`src/rtl/uart_stream_scheduler.sv`:
```
// Shares the FPGA->PC UART put channel among N clients (round-robin) and drains the PC->FPGA get channel into a valid/ready register.
// Latency: grant/put one cycle after a request is sampled in T_IDLE; rx_valid one cycle after rtr is sampled low in R_IDLE.
// Backpressure: no put while rts=1 or put_ack=1; no get while rx_data holds an unconsumed byte that is not being taken this cycle.
module uart_stream_scheduler #(
    parameter int N = 4
) (
    input  logic           clk,
    input  logic           reset,
    input  logic           rts,
    input  logic           rtr,
    input  logic [7:0]     byte_out,
    output logic           get,
    input  logic           get_ack,
    output logic [7:0]     byte_in,
    output logic           put,
    input  logic           put_ack,
    input  logic [N-1:0]   tx_req,
    input  logic [8*N-1:0] tx_data,
    output logic [N-1:0]   tx_grant,
    output logic [7:0]     rx_data,
    output logic           rx_valid,
    input  logic           rx_ready
);

    localparam int IW = (N > 1) ? $clog2(N) : 1;

    typedef enum logic [1:0] {T_IDLE, T_PUT, T_DROP} tx_state_t;
    typedef enum logic [1:0] {R_IDLE, R_GET, R_DROP} rx_state_t;

    tx_state_t       tx_state, tx_next;
    rx_state_t       rx_state, rx_next;
    logic [IW-1:0]   last;
    logic [IW-1:0]   winner;
    logic            win_vld;
    logic            tx_start;
    logic            rx_start;

    // Round-robin search: first requester after 'last'; scanning backwards lets the nearest one win.
    always_comb begin
        winner  = last;
        win_vld = 1'b0;
        for (int i = N; i >= 1; i--) begin
            if (tx_req[(int'(last) + i) % N]) begin
                winner  = IW'((int'(last) + i) % N);
                win_vld = 1'b1;
            end
        end
    end

    // A stale ack (e.g. left over across a reset) blocks the start of a new handshake.
    assign tx_start = (tx_state == T_IDLE) && win_vld && !rts && !put_ack;
    assign rx_start = (rx_state == R_IDLE) && !rtr && !get_ack && (!rx_valid || rx_ready);

    // State registers for both handshake FSMs.
    always_ff @(posedge clk) begin
        if (reset) begin
            tx_state <= T_IDLE;
            rx_state <= R_IDLE;
        end else begin
            tx_state <= tx_next;
            rx_state <= rx_next;
        end
    end

    // TX next state: four-phase put/put_ack sequence.
    always_comb begin
        tx_next = tx_state;
        case (tx_state)
            T_IDLE:  if (tx_start) tx_next = T_PUT;
            T_PUT:   if (put_ack)  tx_next = T_DROP;
            T_DROP:  if (!put_ack) tx_next = T_IDLE;
            default: tx_next = T_IDLE;
        endcase
    end

    // RX next state: four-phase get/get_ack sequence.
    always_comb begin
        rx_next = rx_state;
        case (rx_state)
            R_IDLE:  if (rx_start) rx_next = R_GET;
            R_GET:   if (get_ack)  rx_next = R_DROP;
            R_DROP:  if (!get_ack) rx_next = R_IDLE;
            default: rx_next = R_IDLE;
        endcase
    end

    // Handshake requests are pure state decodes, so they drop on the reset edge.
    always_comb begin
        put = (tx_state == T_PUT);
        get = (rx_state == R_GET);
    end

    // Datapath: grant pulse, byte capture toward the UART, pointer update, and the rx holding register.
    always_ff @(posedge clk) begin
        if (reset) begin
            byte_in  <= 8'h00;
            tx_grant <= '0;
            last     <= IW'(N - 1);
            rx_data  <= 8'h00;
            rx_valid <= 1'b0;
        end else begin
            tx_grant <= '0;
            if (tx_start) begin
                byte_in  <= tx_data[winner*8 +: 8];
                tx_grant <= {{(N-1){1'b0}}, 1'b1} << winner;
                last     <= winner;
            end
            if (rx_start) begin
                rx_data  <= byte_out;
                rx_valid <= 1'b1;
            end else if (rx_valid && rx_ready) begin
                rx_valid <= 1'b0;
            end
        end
    end

endmodule

```
`config.mk`:
```
export PLATFORM = sky130hd
export DESIGN_NAME = uart_stream_scheduler
export DESIGN_NICKNAME = d
export VERILOG_FILES = /design/src/rtl/uart_stream_scheduler.sv
export SDC_FILE = /design/constraint.sdc
export NUM_CORES = 1
export LEC_CHECK = 0
export CORE_ASPECT_RATIO = 0.75
export CORE_MARGIN = 1
export CORE_UTILIZATION = 38
export DETAILED_ROUTE_END_ITERATION = 7
export PLACE_DENSITY = 0.79
export SLEW_MARGIN = 20
export SYNTH_ARGS = -nofsm -noshare
export SYNTH_HDL_FRONTEND = slang
export SYNTH_SLANG_ARGS = --single-unit
```
`constraint.sdc`:
```
create_clock -name clk -period 2.1 [get_ports clk]
set_clock_uncertainty 0.05 [all_clocks]
set_input_delay 0.63 -clock clk [delete_from_list [all_inputs] [get_ports clk]]
set_output_delay 0.63 -clock clk [all_outputs]
set_load 0.01 [all_outputs]
```
==> results.sh <==
export IMPL_status="completed"
export IMPL_cts_clk_slew_worst_paths_ns=0.09
export IMPL_yosys_area_share_simple=0.2580
export IMPL_yosys_warnings=0
export IMPL_wl_per_cell_um=16.09
export IMPL_grt_max_degree=24
export IMPL_crit_start="rx_state[0]"
export IMPL_max_stage_delay_ns=0.55
export IMPL_vias=1432
export IMPL_num_rows=18
export IMPL_p_int_uw=926.8
export IMPL_grt_first_pass_wirelength_mm=6.161
export IMPL_syn_to_final_growth_pct=74.29
export IMPL_dieHeight_um=53.86
export IMPL_cp_max_fo=3
export IMPL_critical_path_required_ns=1.42
export IMPL_grt_util_met1=0.2605
export IMPL_synth_edf_count=0
export IMPL_cp_start_kind="flop"
export IMPL_cp_arrival_ns=1.35
export IMPL_synthXorXnorAreaFrac=0.01286
export IMPL_maxSlewViolCount=0
export IMPL_tns_ns=0
export IMPL_cts_tree="yes"
export IMPL_synth_mux_area_frac=0.05877
export IMPL_nets=279
export IMPL_synth_compound_area_frac=0.2259
export IMPL_clock_sinks=27
export IMPL_diodes=0
export IMPL_htreeDepth=1
export IMPL_fmax_ghz=0.4916
export IMPL_synth_fp_nets=193
export IMPL_antenna_found_initial=0
export IMPL_pin_count=74
export IMPL_die_area_um2=3832
export IMPL_synthArstFlopShare=0
export IMPL_drtPass1Iterations=4
export IMPL_final_util=0.7077
export IMPL_gp_congestion=0.8498
export IMPL_final_cell_mix="clkdlybuf4s50_1 (69), dfxtp_1 (26), and3_1 (16), buf_4 (13), a211oi_1 (12)"
export IMPL_rr_startpoint="last[0]"
export IMPL_ys_flop_type="dfxtp_1"
export IMPL_cts_hold_buf=0
export IMPL_drt_total_wl_mm=4.295
export IMPL_p_clk_frac=0.231
export IMPL_timing_final_ws_setup_ns=0.06580
export IMPL_rsz0062_at_grt="false"
export IMPL_drt_iter0_markers=48
export IMPL_synth_seq_cells=27
export IMPL_layout_drive_gt1_share=0.1762
export IMPL_ant_nets=0
export IMPL_p_per_area_nw_per_um2=545.3
export IMPL_synth_top_family_by_area="simple AND/OR/NAND/NOR gates"
export IMPL_routed_via_density=5.363
export IMPL_path_class="flop to primary output"
export IMPL_power_leakage_uw=0.0009701
export IMPL_worstHoldStart="byte_in[4]"
export IMPL_tightestPinTransition_ns=0.4675
export IMPL_drc=0
export IMPL_synth_distinct_cells=35
export IMPL_cp_cell_sequence="nor2b_2, clkdlybuf4s50_1"
export IMPL_pre_cts_ws_ns=-0.3736
export IMPL_initial_utilization=0.4060
export IMPL_met2_usage=0.3984
export IMPL_synthAdderAreaFrac=0
export IMPL_min_path_type="flop to flop"
export IMPL_swShare=0.2843
export IMPL_layout_commonest_cell="clkdlybuf4s50_1"
export IMPL_fillCellCount=259
export IMPL_hold_viol_final=0
export IMPL_setup_viol=0
export IMPL_syn_area_per_cell_um2=9.595
export IMPL_comb_power_share=0.332
export IMPL_cp_end_kind="primary output"
export IMPL_cp_slowest_cell="clkdlybuf4s50_1"
export IMPL_grt_met3_usage=0.02809
export IMPL_grt_pass1_vias=1324
export IMPL_max_vdd_ir_drop_mv=0.3492
export IMPL_synthCells=142
export IMPL_clock_path_buffers=2
export IMPL_worstSkewPairLatency_ns=0.27
export IMPL_die_w_um=71.15
export IMPL_hpwlAfterDp_mm=3.034
export IMPL_synth_area_um2=1363
export IMPL_io_buffers=73
export IMPL_period_minus_slack_ns=2.034
export IMPL_gr_total_overflow=0
export IMPL_grt_usage=0.2137
export IMPL_slew_headroom=0.6850
export IMPL_cts_root_buffer="clkbuf_8"
export IMPL_drv_cap=0
export IMPL_cts_made_buffers=3
export IMPL_core_area_um2=3356
export IMPL_synth_sequential_area_ratio=0.3967
export IMPL_power_switching_uw=368.2
export IMPL_seqPwrFrac=0.437
export IMPL_top_usage_layer="met2"
export IMPL_min_period_over_period=0.9687
## routing by layer
| metal | wire (µm) | up-vias |
|---|---|---|
| met5 | 0 | - |
| met4 | 65 | 0 |
| met3 | 165 | 7 |
| met2 | 2223 | 35 |
| met1 | 1841 | 683 |
| li1 | - | 707 |
## synth_stat cells, types with 3 or more instances
master | n | area, µm²
a211oi_1 | 16 | 120.1
a21oi_1 | 3 | 15.01
and3_1 | 16 | 100.1
buf_2 | 3 | 15.01
clkbuf_1 | 3 | 11.26
dfxtp_1 | 27 | 540.5
mux2i_1 | 8 | 80.08
nand2b_1 | 5 | 31.28
nand3b_1 | 8 | 60.06
nor2_1 | 12 | 45.04
nor3_1 | 4 | 20.02
o31ai_1 | 8 | 60.06
## registers in the layout (all words and copies together), names as in the netlist
| register | flops |
|---|---|
| tx_grant | 4 |
| rx_data | 8 |
| tx_state | 2 |
| last | 2 |
| byte_in | 8 |
| rx_valid | 1 |
| rx_state | 2 |
## power by group through the flow
| stage | clock [µW] | combinational (µW) | sequential [µW] |
|---|---|---|---|
| 2_1_floorplan | 0 | 167 | 582 |
| 3_3_place_gp | 0 | 371 | 572 |
| 3_5_place_dp | 0 | 382 | 574 |
| 4_1_cts | 301 | 403 | 564 |
| 5_1_grt | 322 | 456 | 570 |
| 6_report | 300 | 429 | 566 |
## logic make-up after synthesis
kind of cell / Yosys count
AO/OA/AOI/OAI: 36
XOR/XNOR: 2
buffers and inverters: 12
flip-flops: 27
multiplexers: 8
AND/OR/NAND/NOR: 57
## cell type report
class	count	area, µm²	area share
multi-input combinational	104	848.3	0.3572
timing repair buffer	90	882.1	0.3714
inverter	2	7.507	0.003161
tap	40	50.05	0.02107
clock buffer	4	45.04	0.01897
sequential	27	541.8	0.2281
## what timing repair did
action	4_1_cts	5_1_grt
cloned	2	1
buffers inserted	1	0
resized for setup	7	18
pin swaps	2	4
endpoints found under the setup margin	9	16
## worst paths after layout
check               end  slack [ns]  cells after the start
max                 get        0.07                      2
min          byte_in[4]        0.44                      2
max reg2reg  byte_in[3]        0.26                      6
min reg2reg  byte_in[4]        0.44                      2
## worst max-delay path: cells and delay by family (launching register included)
kind | cells | cell delay, ns
DFF | 1 | 0.36
and+or+nand+nor | 1 | 0.17
buffers and inverters | 1 | 0.55
## per-stage QoR
step	area [µm²]	hold slack, ns	instances	power [µW]
floorplan	1363	0.4558	142	749.6
global placement	2203	0.4281	259	943.2
detailed placement	2203	0.4248	259	955.9
CTS	2288	0.4439	266	1267
global route	2375	0.4781	267	1348
finish	2375	0.4413	267	1295
Note: power is estimated with default switching activity, not from simulation.
